<file path="src/rtl/count_pkg.sv">
// Shared types and defaults for the count sequencer and its step datapath.
package count_pkg;

  localparam int DEFAULT_WIDTH  = 16;
  localparam int DEFAULT_WRAP_W = 8;

  typedef enum logic [1:0] {
    IDLE  = 2'd0,
    RUN   = 2'd1,
    PAUSE = 2'd2,
    DONE  = 2'd3
  } state_t;

  typedef enum logic [1:0] {
    HOLD = 2'd0,
    LOAD = 2'd1,
    INC  = 2'd2,
    ONES = 2'd3
  } step_sel_t;

  // Configuration is only accepted while the counter is parked.
  function automatic logic is_parked(state_t s);
    return (s == IDLE) || (s == DONE);
  endfunction

endpackage

</file>
<file path="src/rtl/count_step.sv">
// Combinational next-value datapath: hold, load, increment (mod 2^WIDTH) or all ones.
module count_step
  import count_pkg::*;
#(
  parameter int WIDTH = DEFAULT_WIDTH
) (
  input  logic [WIDTH-1:0] q,
  input  logic [WIDTH-1:0] load_val,
  input  logic [1:0]       sel,
  output logic [WIDTH-1:0] next_q
);

  always_comb begin
    next_q = q;
    case (step_sel_t'(sel))
      HOLD:    next_q = q;
      LOAD:    next_q = load_val;
      INC:     next_q = q + WIDTH'(1);
      ONES:    next_q = '1;
      default: next_q = q;
    endcase
  end

endmodule

</file>
<file path="src/rtl/count_sequencer.sv">
// Counter controller: configure / run / pause / terminal-count sequencing around count_step.
module count_sequencer
  import count_pkg::*;
#(
  parameter int WIDTH       = DEFAULT_WIDTH,
  parameter int AUTO_RELOAD = 0,
  parameter int WRAP_W      = DEFAULT_WRAP_W
) (
  input  logic              clk,
  input  logic              rst_n,
  input  logic              cfg_valid,
  output logic              cfg_ready,
  input  logic [WIDTH-1:0]  cfg_load,
  input  logic [WIDTH-1:0]  cfg_limit,
  input  logic              start,
  input  logic              stop,
  input  logic              pause,
  input  logic              force_ones,
  output logic [WIDTH-1:0]  count_q,
  output logic              busy,
  output logic              done,
  output logic [WRAP_W-1:0] wrap_cnt,
  output logic [1:0]        fsm_state
);

  state_t            state;
  state_t            state_nxt;
  step_sel_t         sel;
  logic              accept;
  logic              term_hit;
  logic [WIDTH-1:0]  load_r;
  logic [WIDTH-1:0]  limit_r;
  logic [WIDTH-1:0]  step_load;
  logic [WIDTH-1:0]  next_q;

  // Handshake: a configuration transfers on any rising edge where cfg_valid and
  // cfg_ready are both high; cfg_ready depends only on state, never on cfg_valid.
  assign cfg_ready = is_parked(state);
  assign busy      = (state == RUN) || (state == PAUSE);
  assign accept    = cfg_valid && cfg_ready;
  assign fsm_state = state;

  // An accepted configuration loads the counter directly from the offered value.
  assign step_load = accept ? cfg_load : load_r;

  always_comb begin
    state_nxt = state;
    sel       = HOLD;
    term_hit  = 1'b0;
    case (state)
      IDLE, DONE: begin
        if (accept) begin
          sel = LOAD;
        end else if (stop) begin
          state_nxt = IDLE;
        end else if (start) begin
          state_nxt = RUN;
        end
      end
      RUN: begin
        if (stop) begin
          state_nxt = IDLE;
        end else if (force_ones) begin
          sel = ONES;
        end else if (pause) begin
          state_nxt = PAUSE;
        end else if (count_q == limit_r) begin
          term_hit = 1'b1;
          if (AUTO_RELOAD != 0) begin
            sel = LOAD;
          end else begin
            state_nxt = DONE;
          end
        end else begin
          sel = INC;
        end
      end
      PAUSE: begin
        if (stop) begin
          state_nxt = IDLE;
        end else begin
          if (force_ones) begin
            sel = ONES;
          end
          // Leaving PAUSE costs one cycle with no count.
          if (!pause) begin
            state_nxt = RUN;
          end
        end
      end
      default: state_nxt = IDLE;
    endcase
  end

  count_step #(
    .WIDTH (WIDTH)
  ) u_step (
    .q        (count_q),
    .load_val (step_load),
    .sel      (sel),
    .next_q   (next_q)
  );

  always_ff @(posedge clk or negedge rst_n) begin
    if (!rst_n) begin
      state    <= IDLE;
      count_q  <= '0;
      load_r   <= '0;
      limit_r  <= '1;
      done     <= 1'b0;
      wrap_cnt <= '0;
    end else begin
      state   <= state_nxt;
      count_q <= next_q;
      done    <= term_hit;
      if (accept) begin
        load_r   <= cfg_load;
        limit_r  <= cfg_limit;
        wrap_cnt <= '0;
      end else if (term_hit && (wrap_cnt != {WRAP_W{1'b1}})) begin
        wrap_cnt <= wrap_cnt + WRAP_W'(1);
      end
    end
  end

endmodule

</file>
<file path="config.mk">
export PLATFORM = sky130hd
export DESIGN_NAME = count_sequencer
export DESIGN_NICKNAME = d
export VERILOG_FILES = /design/src/rtl/count_pkg.sv /design/src/rtl/count_step.sv /design/src/rtl/count_sequencer.sv
export SDC_FILE = /design/constraint.sdc
export NUM_CORES = 1
export LEC_CHECK = 0
export BUFFER_PORTS_ARGS = -buffer_cell sky130_fd_sc_hd__buf_2
export CAP_MARGIN = 20
export CORE_ASPECT_RATIO = 2
export CORE_MARGIN = 1.5
export CORE_UTILIZATION = 50
export CTS_CLUSTER_DIAMETER = 40
export DETAILED_ROUTE_END_ITERATION = 8
export PLACE_DENSITY = 0.79
export SLEW_MARGIN = 20
export SYNTH_ARGS = -nofsm -noshare
export SYNTH_HDL_FRONTEND = slang
export SYNTH_SLANG_ARGS = --single-unit
</file>
<file path="constraint.sdc">
create_clock -name clk -period 2.4 [get_ports clk]
set_clock_uncertainty 0.15 [all_clocks]
set_input_delay 0.36 -clock clk [delete_from_list [all_inputs] [get_ports clk]]
set_output_delay 0.36 -clock clk [all_outputs]
set_load 0.02 [all_outputs]
</file>
## Yosys cells after proc, flatten, opt, wreduce, memory -nomap -nowiden

Cells that the tools add are included.

| word-level totals | value |
|---|---|
| bits in registers | 59 |
| bits in latches | 0 |
| bits in writable memories | 0 |
| memory bits (read-only) | 0 |
| input bits | 39 |
| output and inout port bits | 29 |
| logic and storage cells | 57 |
| memories | 0 |

| operators by class | value |
|---|---|
| $add $sub $neg | 2 |
| $mul | 0 |
| div/mod/pow operators | 0 |
| $lt $le $gt $ge | 0 |
| eq/ne operators | 13 |
| shift operators | 0 |
| muxes and demuxes | 27 |
| bitwise gates (word level) | 0 |
| reductions and logical operators | 9 |

Operator list:

| operator | number |
|---|---|
| case mux 16 bit (3 select lines) | 1 |
| 2-to-1 mux 2 bit | 15 |
| adder 16 x 1 -> 16 bit, second input constant | 1 |
| == test 16 bit | 1 |
| 2-to-1 mux 16 bit | 1 |
| 2-to-1 mux 8 bit | 2 |
| case mux 2 bit (3 select lines) | 2 |
| != test 3 bit, second input constant | 3 |
| adder 8 x 1 -> 8 bit, second input constant | 1 |
| == test 2 bit, second input constant | 4 |
| != test 8 bit, second input constant | 1 |
| 2-to-1 mux 1 bit | 6 |
| AND reduction 5 bit | 1 |
| == test 2 x 1 -> 1 bit, second input constant | 2 |
| logical NOT 2 bit | 2 |
| != test 4 x 3 -> 1 bit, second input constant | 1 |
| logical AND 1 bit | 2 |
| logical OR 1 bit | 2 |
| != test 2 bit, second input constant | 1 |
| nonzero test 2 bit | 1 |
| OR reduction 2 bit | 1 |

## Longest topological paths before layout

| depth | value |
|---|---|
| word-level depth | 9 |
| depth in mapped cells | 9 |
| mapped depth without buffers | 8 |

## Modules after synthesis

Synthesis repeated with hierarchy kept, for this count alone.

| second synthesis, totals | value |
|---|---|
| cells, all modules | 342 |
| area total of the unflattened synthesis | 3099.2 sq um |

By module, submodules not included:

| module | instances | cells each | area each (sq um) |
|---|---|---|---|
| count_sequencer | 1 | 246 | 2447.3 |
| count_step | 1 | 96 | 651.9 |

## Least setup slack after synthesis

OpenSTA, ideal clock, no wires.

| path | value |
|---|---|
| path type | register -> register |
| start point | reg state[0], in the netlist fsm_state[0] |
| end point | reg wrap_cnt[2] |
| arrival | 2.198 ns |
| setup slack | -0.068 ns |
| cell stages (with the launch flop) | 9 |
| period minus slack after synthesis | 2.468 ns |
| path through | dfrtp_1 -> inv_1 -> ha_1 -> and2_1 -> buf_2 -> buf_2 -> clkbuf_1 -> nor2_1 -> a31o_2 |

| between the ends | value |
|---|---|
| word-level cells in the longest chain between the ends | 4 |
| elaborated cells on any way between the ends | 9 |

RTL lines:

| item | line | RTL |
|---|---|---|
| from (decl) | count_sequencer.sv:26 | `state_t state;` |
| from (signal assigned) | count_sequencer.sv:113 | `state <= state_nxt;` |
| == test 2 bit or logical NOT 2 bit (tied branches) | count_pkg.sv:23 | `return (s == IDLE) \|\| (s == DONE);` |
| logical OR 1 bit (*) | count_pkg.sv:23 |  |
| via cfg_ready | count_sequencer.sv:12 | `output logic cfg_ready,` |
| logical AND 1 bit (*) | count_sequencer.sv:40 | `assign accept = cfg_valid && cfg_ready;` |
| 2-to-1 mux 8 bit or nonzero test 2 bit (tied branches) | n/a |  |
| to (signal assigned) | count_sequencer.sv:121 | `wrap_cnt <= wrap_cnt + WRAP_W'(1);` |
| to (decl) | count_sequencer.sv:22 | `output logic [WRAP_W-1:0] wrap_cnt,` |

Mark *: on every way through the listed nets, which the timed path passes. The rest lies on a longest branch.
A chain may end at the register's enable or synchronous reset.

## Worst setup path after layout

| path | value |
|---|---|
| start point | reg count_q[15] |
| end point | reg count_q[1] |

| between the ends | value |
|---|---|
| word-level cells in the longest chain between the ends | 8 |
| elaborated cells on any way between the ends | 11 |

RTL lines:

| item | line | RTL |
|---|---|---|
| from (decl) | count_sequencer.sv:19 | `output logic [WIDTH-1:0] count_q,` |
| from (signal assigned) | count_sequencer.sv:114 | `count_q <= next_q;` |
| == test 16 bit (*) | count_sequencer.sv:67 | `end else if (count_q == limit_r) begin` |
| 2-to-1 mux 2 bit (*) | count_sequencer.sv:67 |  |
| 2-to-1 mux 2 bit (*) | count_sequencer.sv:65 | `end else if (pause) begin` |
| 2-to-1 mux 2 bit (*) | count_sequencer.sv:63 | `end else if (force_ones) begin` |
| 2-to-1 mux 2 bit (*) | count_sequencer.sv:61 | `if (stop) begin` |
| case mux 2 bit (3 select lines) (*) | count_sequencer.sv:50 | `case (state)` |
| == test 2 bit or == test 2 x 1 -> 1 bit (tied branches) | count_step.sv:15 | `case (step_sel_t'(sel))` |
| case mux 16 bit (3 select lines) | count_step.sv:15 |  |

Mark *: on every way between the ends. The rest lies on a longest branch, timed or not.

==> run summary <==
status - finished, final reports clean
Port Buffers - 67
Synthesis Warnings - 0
Critical path origin - count_q[15]
Num CTS Buffers - 5
simple-gate share of the synthesized area - 22.3%
Vert. Die Dim - 104 um
# setup viols final - 0
DRC - 0
EDFF count, synth - 0
Final Hold Slack - 0.00386 ns
Worst Path Required - 2.45 ns
Adder-Cell Fraction of Synth Area - 1.95%
synthesized cell area - 2560 um^2
Final Wtd Congestion - 0.849
Multi-input gate area - 1360 um^2
final instance area - 3220 um^2
syn nets - 319
Reg clk slew, reported paths - 0.08 ns
compound-gate portion of the synthesized area - 15.4%
die area - 5590 um^2
Post-Place Cell Area - 3050 um^2
Final ANT Viol Nets - 0
HP Class - primary input to async pin
P_leak - 1.58 nW
DR vias/cell - 5.74
xor-xnor portion of the synthesized cell area - 6.49%
Fill cells - 410
final wirelength - 6570 um
Critical Path AT - 2.35 ns
Synth Register Bits - 43
headroom to the max-slew limit - 43.9%
worst-case clock buffer depth - 2
final net count - 398
Core Rows - 36
# H-tree levels - 2
Overall Global Routing Usage - 25.1%
share of layout cells above drive strength 1 - 37.1%
Root Buffer - clkbuf_8
PwrDens - 1360 nW/um^2
register area - 1100 um^2
CP Launch Type - flop
Pre-antenna DRT Iters - 5
drt wl/cell - 15.9 um
share of flip-flops with an asynchronous set or reset - 100%
cts hold-fix bufs - 0
grt ovf - 0
RR Startpoint - count_q[15]
Die Width - 53.6 um
Synth area leader - dfrtp_1
largest family of logic cells by synthesized area - simple AND/OR/NAND/NOR gates
mean post-synth cell area - 9.29 um^2
vias in the first global route - 2267
largest net degree at the start of global routing - 38
clk_lat worst skew - 0.31 ns
Clock Sinks - 43
io pins - 68
Max Fanout on Critical Path - 16
TritonCTS clock tree - built
layer carrying the most global-route usage - met2
fin. max-slew vios - 0
cell count after synthesis - 276
post-synthesis mux area share - 5.85%
grt met1 use - 25.0%
DPL Wire Length - 4880 um
Initial Utilization - 52.2%
area share of the largest cell type after synthesis - 26.3%
met2 GRT Util - 44.7%
Max VDD drop - 0.762 mV
Antenna Cells - 0
CP Capture Type - flop
critical path type - flop to flop
area of the core - 4910 um^2
iteration-0 DRC count of the detailed router - 52
dominant cells by area after synthesis - dfrtp_1 (26%), dfstp_2 (16%), nand2_1 (9.4%)
final critical-path required period - 2.30 ns
Max Cap Viol - 0
area growth from synthesis to layout - 25.6%
met3 usage - 5.17%
final period utilization - 95.8%
Synth Flop Type - dfrtp_1
Worst-Margin Slew - 0.842 ns
Seq/Total Area, Yosys - 42.7%
Synth cell types - 44
initial antenna violation count - 0
FMAX - 435 MHz
final hold violation count - 0
first-pass GRT wire length - 10300 um
via count - 2371
==> report_power, final <==
part / leakage [nW] / total, W / switching, W / internal, W
Combinational: 1.03 / 0.00241 / 0.00139 / 0.00103
Sequential: 0.497 / 0.00142 / 0.000304 / 0.00112
Clock: 0.0594 / 0.000556 / 0.000261 / 0.000295
==> synthesized netlist by cell type (all sizes together) (2+ instances only) <==
cell type / count
and2: 2
nand4: 2
mux2i: 15
nand3: 6
dfrtp: 27
a21oi: 15
xor2: 16
a31o: 2
a22o: 13
inv: 9
nor2b: 2
a21o: 2
a22oi: 2
a31oi: 10
dfstp: 16
ha: 4
nor3: 2
buf: 13
nor2: 15
nand2: 64
xnor2: 3
clkbuf: 6
o21ai: 2
and3: 7
nor3b: 2
a41oi: 4
nor4: 5
and4: 2
==> metal layers <==
metal	up-vias	share of wire [%]	wire length (um)
met2	83	56	3680
met4	0	4.0	265
li1	1126	-	-
met1	1137	35	2330
met3	25	4.5	295
met5	-	0	0
==> area by class of cell <==
| cell class | instances | share of cell area [%] |
|---|---|---|
| multi-input cells | 205 | 42.3 |
| repair buffers | 91 | 16.9 |
| inverters | 9 | 1.05 |
| clock inverters | 1 | 0.155 |
| clock buffers | 7 | 3.34 |
| flip-flops and latches | 43 | 34.1 |
| well taps | 57 | 2.21 |
==> kinds of logic (layout without fill, tap and decap cells) <==
group | after synthesis | after routing
flops | 43 | 43
compound gates | 56 | 56
simple gates | 111 | 111
fa+ha+maj | 4 | 4
mux | 15 | 15
xor+xnor | 19 | 19
buf+inv | 28 | 108
==> flip-flops by register name (all words and copies together), names as in the netlist <==
signal     flops
limit_r       16
count_q       16
fsm_state      2
wrap_cnt       8
done           1
==> path summary, 6_finish.rpt <==
check                                    to  slack [ns]  cells past startpoint
worst max-delay path             count_q[1]        0.10                      8
worst min-delay path             count_q[0]       0.004                      1
worst max register to register   count_q[1]        0.10                      8
worst min register to register  limit_r[14]        0.32                      2
max in group asynchronous        limit_r[8]        1.40                      2
min in group clk                limit_r[11]        0.08                      3
==> critical path: stages (launching register included) <==
cell     delay, ns
dfrtp_2       0.46
xor2_1        0.17
nor4_2        0.41
nand4_4       0.23
buf_6         0.19
o21ai_2       0.18
buf_12        0.16
a22oi_1       0.09
a21o_1        0.15
==> through the flow <==
stage	std cells	worst slack (ns)	TNS (ns)	utilization (%)	total power (W)
after detailed placement	401	0.0198	0	62.2	0.00381
final	413	0.101	0	65.6	0.00439
after CTS	411	0.0288	0	64.8	0.00439
after global placement	401	0.121	0	62.2	0.00372
after floorplan	276	0.0660	0	-	0.00307
after global routing	413	-0.00138	-0.00138	65.6	0.00469
==> cell usage in the layout, fill, tap and decap left out, types with 2 or more instances in the layout <==
cell and n:
a21oi_1 15, dfrtp_1 25, inv_1 9, a21o_1 2, xor2_1 16, dfrtp_2 2, nand2_1 63, buf_12 2
a31oi_1 10, nor3b_4 2, nor2_1 15, buf_4 21, nor4_2 3, a31o_2 2, xnor2_1 3, nor2b_1 2
mux2i_1 15, a22o_1 13, buf_2 67, nor4_4 2, a41oi_1 4, ha_1 3, a22oi_1 2, nand3_1 6
and3_1 7, and4_1 2, dfstp_2 16, clkbuf_8 6
==> what timing repair did <==
item / CTS / global route
pin swaps: 2 / 2
endpoints found under the setup margin: 1 / 20
setup buffers: 2 / 2
resized for setup: 0 / 7
hold endpoints to repair: 0 / 0
No activity file was read; power rests on OpenSTA's default activity.
